File: src/rtl/fetch_stage.sv
// RV32 instruction-fetch stage: owns the PC, keeps at most one imem read in flight and feeds decode through a 1-entry skid buffer.
// Optional macro FETCH_PERF_EN adds the o_fetch_count / o_redirect_count performance counters.
module fetch_stage #(
    parameter logic [31:0] RESET_PC = 32'h4000_0000,
    parameter logic [31:0] NOP_INST = 32'h0000_0013
) (
    input  logic        clk,
    input  logic        rst_n,
    input  logic [1:0]  i_pc_ctrl,
    input  logic        i_stall,
    input  logic [31:0] i_branch_target,
    input  logic [31:0] i_jalr_target,
    output logic        o_imem_req,
    output logic [31:0] o_imem_addr,
    input  logic        i_imem_ready,
    input  logic        i_imem_rvalid,
    input  logic [31:0] i_imem_rdata,
    output logic [31:0] o_inst_out,
    output logic [31:0] o_inst_pc,
    output logic        o_inst_valid,
    output logic        o_misalign
`ifdef FETCH_PERF_EN
    ,
    output logic [31:0] o_fetch_count,
    output logic [31:0] o_redirect_count
`endif
);

    typedef enum logic [1:0] {
        S_BOOT,
        S_ISSUE,
        S_WAIT,
        S_WAIT_KILL
    } state_t;

    state_t      r_state;
    state_t      w_next_state;
    logic [31:0] r_pc;
    logic [31:0] r_req_pc;
    logic [31:0] r_skid_inst;
    logic [31:0] r_skid_pc;
    logic        r_skid_valid;

    logic        w_redirect;
    logic [31:0] w_raw_target;
    logic [31:0] w_target;
    logic        w_in_wait;
    logic        w_deliver;
    logic        w_accept;

    // pc_ctrl 2 (JALR) and 3 (branch/JAL) both redirect; bit 0 picks the target source
    assign w_redirect   = i_pc_ctrl[1];
    assign w_raw_target = i_pc_ctrl[0] ? i_branch_target : i_jalr_target;
    assign w_target     = {w_raw_target[31:2], 2'b00};

    assign w_in_wait  = (r_state == S_WAIT) || (r_state == S_WAIT_KILL);
    assign o_imem_req = (r_state == S_ISSUE) && !w_redirect
                        && (i_pc_ctrl != 2'd1) && !r_skid_valid;
    assign w_accept   = o_imem_req && i_imem_ready;
    assign w_deliver  = i_imem_rvalid && (r_state == S_WAIT) && !w_redirect;
    assign o_imem_addr = r_pc;

    always_ff @(posedge clk or negedge rst_n) begin
        if (!rst_n) begin
            r_state <= S_BOOT;
        end else begin
            r_state <= w_next_state;
        end
    end

    always_comb begin
        w_next_state = r_state;
        case (r_state)
            S_BOOT:      w_next_state = S_ISSUE;
            S_ISSUE:     if (w_accept) w_next_state = S_WAIT;
            S_WAIT: begin
                if (i_imem_rvalid) begin
                    w_next_state = S_ISSUE;
                end else if (w_redirect) begin
                    w_next_state = S_WAIT_KILL;
                end
            end
            S_WAIT_KILL: if (i_imem_rvalid) w_next_state = S_ISSUE;
            default:     w_next_state = S_BOOT;
        endcase
    end

    always_ff @(posedge clk or negedge rst_n) begin
        if (!rst_n) begin
            r_pc       <= RESET_PC;
            r_req_pc   <= 32'h0;
            o_misalign <= 1'b0;
        end else begin
            o_misalign <= w_redirect && (w_raw_target[1:0] != 2'b00);
            if (w_redirect) begin
                r_pc <= w_target;
            end else if (w_accept) begin
                r_pc <= r_pc + 32'd4;
            end
            if (w_accept) begin
                r_req_pc <= r_pc;
            end
        end
    end

    // A response landing during a stall parks in the skid entry; it drains first once decode moves
    always_ff @(posedge clk or negedge rst_n) begin
        if (!rst_n) begin
            o_inst_out   <= NOP_INST;
            o_inst_pc    <= 32'h0;
            o_inst_valid <= 1'b0;
            r_skid_inst  <= 32'h0;
            r_skid_pc    <= 32'h0;
            r_skid_valid <= 1'b0;
        end else if (w_redirect) begin
            o_inst_valid <= 1'b0;
            r_skid_valid <= 1'b0;
        end else if (i_stall) begin
            if (w_deliver) begin
                r_skid_inst  <= i_imem_rdata;
                r_skid_pc    <= r_req_pc;
                r_skid_valid <= 1'b1;
            end
        end else if (r_skid_valid) begin
            o_inst_out   <= r_skid_inst;
            o_inst_pc    <= r_skid_pc;
            o_inst_valid <= 1'b1;
            r_skid_valid <= 1'b0;
        end else if (w_deliver) begin
            o_inst_out   <= i_imem_rdata;
            o_inst_pc    <= r_req_pc;
            o_inst_valid <= 1'b1;
        end else begin
            o_inst_valid <= 1'b0;
        end
    end

`ifdef FETCH_PERF_EN
    logic w_load;

    assign w_load = !w_redirect && !i_stall && (r_skid_valid || w_deliver);

    always_ff @(posedge clk or negedge rst_n) begin
        if (!rst_n) begin
            o_fetch_count    <= 32'h0;
            o_redirect_count <= 32'h0;
        end else begin
            if (w_load) begin
                o_fetch_count <= o_fetch_count + 32'd1;
            end
            if (w_redirect) begin
                o_redirect_count <= o_redirect_count + 32'd1;
            end
        end
    end
`endif

    // Read data may only arrive while a request is outstanding
    a_no_stray_rvalid: assert property (@(posedge clk) disable iff (!rst_n)
        i_imem_rvalid |-> w_in_wait);

endmodule

File: config.mk
export PLATFORM = sky130hd
export DESIGN_NAME = fetch_stage
export DESIGN_NICKNAME = d
export VERILOG_FILES = /design/src/rtl/fetch_stage.sv
export SDC_FILE = /design/constraint.sdc
export NUM_CORES = 1
export LEC_CHECK = 0
export CAP_MARGIN = 20
export CORE_MARGIN = 5
export CORE_UTILIZATION = 45
export CTS_CLUSTER_SIZE = 40
export DETAILED_ROUTE_END_ITERATION = 12
export PLACE_DENSITY = 0.69
export SYNTH_ARGS = -nofsm -noshare
export SYNTH_HDL_FRONTEND = slang
export SYNTH_SLANG_ARGS = --single-unit
File: constraint.sdc
create_clock -name clk -period 2.4 [get_ports clk]
set_input_delay 0.36 -clock clk [delete_from_list [all_inputs] [get_ports clk]]
set_output_delay 0.36 -clock clk [all_outputs]
set_load 0.01 [all_outputs]
==> metrics.yaml <==
outcome:
  status: "completed"
grt:
  top_usage_layer: "met2"
  met1_usage_pct: 26.5
  met2_usage_pct: 29.7
  grt_max_degree: 80
  grt_pass1_wl_um: 33500
  first_global_vias: 6315
  gr-usage-met3_pct: 4.69
  grt_antenna_before_repair: 0
  overflow: 0
  grt_usage_pct: 18.9
min_path:
  min_from: "i_pc_ctrl[0]"
  hold_path.class: "input pin to flip-flop"
  whs_path_depth: 3
  min_to: "o_imem_addr[11]"
critical_path:
  cp_max_fo: 6
  startpoint_type: "flip-flop"
  critPathCaptureType: "output pin"
  reg2reg_depth: 4
  path_cells: "inv_1 > ha_2 > nor4b_2 > clkdlybuf4s50_1"
  crit_type: "flip-flop to output pin"
  worstReg2RegStart: "o_imem_addr[5]"
  r2r_slack_ps: 240
  crit_buf_inv: 2
  cp_top_family: "buffers and inverters"
  max_stage_delay_ps: 570
  worstPathArrival_ps: 1910
  required_ps: 2040
  reg2reg_to: "o_imem_addr[31]"
  worst_path_max_delay_cell: "clkdlybuf4s50_1"
pwr:
  p_sw_uw: 3350
  p_clk_share_pct: 24.4
  ir_drop_mv: 0.481
  p_seq_share_pct: 45.7
  power_density_nw_per_um2: 975
  power.internal_uw: 7880
  p_comb_share_pct: 29.9
  p_sw_share_pct: 29.8
  power.leakage_uw: 0.00482
die:
  dieArea_um2: 22000
  fp-row-count: 50
  core-area_um2: 18800
  die_h_um: 148
  die_w_um: 148
  pin_count: 202
  floorplan.initialDensity_pct: 45.9
clock_network:
  numCtsBuffers: 17
  cts_buffer_depth: 2
  clk_pin_slew_ps: 70
  worst_skew_pair.late_latency_ps: 420
  root_buffer: "clkbuf_16"
  h-tree-depth: 4
  cts_num_sinks: 189
  cts_tree: "done"
logic_synthesis:
  syn_area_um2: 8610
  synth_most_common_cell: "dfrtp_1"
  ys_top_cells_by_count: "185 x dfrtp_1, 93 x mux2_2, 93 x nand2_1"
  synthDominantCellAreaShare_pct: 53.8
  yosysTopAreaCell: "dfrtp_1"
  synth_seq_area_share_pct: 55.0
  synthTopCellsByArea: "dfrtp_1 54%, mux2_2 12%, mux2i_1 9.0%"
  syn-instance-count: 739
  synth_flop_cell: "dfrtp_1"
  postSynthAreaPerCell_um2: 11.7
  synthArstFlopShare_pct: 100
  synth.distinct_cells: 45
  synth_seq_cells: 189
  synth_edf_count: 0
  ys_warn_count: 0
route:
  drtIter0Drc: 249
  vias_per_cell: 5.35
  vias: 6292
  ant_nets: 0
  drc: 0
  wl_per_cell_um: 17.4
  first_pass_iters: 4
  wl_um: 20500
finish:
  drive_above_1_share_pct: 17.2
  area_growth_pct: 33.8
  nFillCells: 1550
  multi_input_area_um2: 3670
  diodes: 0
  seq_area_um2: 4740
  final_nets: 1037
sta:
  fin_hold_ws_ps: 416
  fin_tns_setup_ps: 0
  setup_viol: 0
  period_share_pct: 94.4
  rsz0062_at_grt: "no"
  maxSlewViolCount: 0
  tightest_slew_ps: 1030
  finalHoldViolCount: 0
  fin_crit_ps: 2270
  slew-limit-headroom_pct: 31.6
  skew_ps: 7.88
  fmax_mhz: 441
placement:
  gp_congestion: 0.834
  port_buffers: 197
  dp_hpwl_um: 14700
job:
  maxCapViolations: 0
-- repair_timing --
item / in CTS / in global routing
setup endpoints to repair: 1 / 0
hold buffers: 1 / 0
endpoints found under the hold margin: 50 / 0
gates resized for setup: 2 / 0
setup buffers: 0 / 0
-- state kept, by name, indices dropped and copies added (netlist names) --
signal and count:
o_imem_addr 30, o_inst_out 32, o_inst_pc 30, o_inst_valid 1, o_misalign 1, r_req_pc 30
r_skid_inst 32, r_skid_pc 30, r_skid_valid 1, r_state 2
-- worst max-delay path by stage --
| stage | from | endpoint | slack [ps] | cells past startpoint |
|---|---|---|---|---|
| CTS | r_state[1] | o_imem_req | 40 | 4 |
| global route | r_state[1] | o_imem_req | 20 | 4 |
| finish | r_state[1] | o_imem_req | 130 | 4 |
| floorplan | o_imem_addr[5] | o_imem_addr[30] | 390 | 5 |
| global placement | i_pc_ctrl[1] | r_req_pc[31] | 140 | 5 |
| detailed placement | i_pc_ctrl[1] | r_req_pc[31] | 100 | 5 |
-- layout by cell type (no fill, tap or decap), types with 9 or more instances in the layout --
cell / instances
buf_4: 15
dfrtp_1: 184
o21ai_0: 73
nor4_1: 15
nand3_1: 11
nand4_1: 10
a211oi_1: 16
mux2_2: 93
nor2b_1: 13
clkdlybuf4s50_1: 195
o31a_1: 17
mux2i_1: 77
a21oi_1: 9
clkbuf_16: 17
nand2_1: 93
-- metrics by stage --
step | instance area, µm² | power, µW | util (%) | setup slack [ps] | cells
detailed placement | 10900 | 8610 | 58.2 | 99.9 | 1144
global placement | 10900 | 8480 | 58.2 | 138 | 1144
floorplan | 8620 | 6690 | - | 392 | 742
finish | 11500 | 11200 | 61.4 | 133 | 1177
global route | 11500 | 12000 | 61.4 | 21.8 | 1177
CTS | 11500 | 11400 | 61.4 | 43.2 | 1177
-- per-layer routing --
layer	part of all wire, %	routed length [µm]	vias to the layer above
li1	-	-	3046
met1	47	9530	3024
met3	6.7	1380	16
met4	1.0	210	0
met2	46	9350	206
met5	0	0	-
-- kinds of logic (layout without fill, tap and decap cells) --
group | count (synthesis) | in the layout | share of synthesized area (%)
AO/OA/AOI/OAI | 134 | 134 | 9.47
XOR/XNOR | 10 | 10 | 1.02
adder cells (fa/ha/maj) | 4 | 4 | 0.581
buffers and inverters | 57 | 258 | 2.79
flip-flops | 189 | 189 | 55.0
multiplexers | 170 | 170 | 21.1
other | 1 | 4 | 0.0436
AND/OR/NAND/NOR | 174 | 174 | 10.0
-- worst min-delay path, cell delays in order --
cell and delay [ps]:
buf_2 210, a211oi_1 100, a21oi_1 120
-- cell type report --
type                            count  share of cell area, %
Sequential cell                   189                   41.1
Multi-Input combinational cell    496                   31.9
Tap cell                          234                   2.54
Clock inverter                     14                   1.16
Clock buffer                       18                   3.81
Inverter                            7                  0.228
Timing Repair Buffer              219                   19.2
-- power groups by stage --
stage | Sequential [µW] | Clock [µW] | Combinational [µW]
after floorplan | 5290 | 0 | 1400
after global placement | 5140 | 0 | 3340
after detailed placement | 5210 | 0 | 3410
after CTS | 5150 | 2810 | 3430
after global routing | 5320 | 2940 | 3740
final | 5130 | 2740 | 3360
Power figures use the tool's default switching activity.
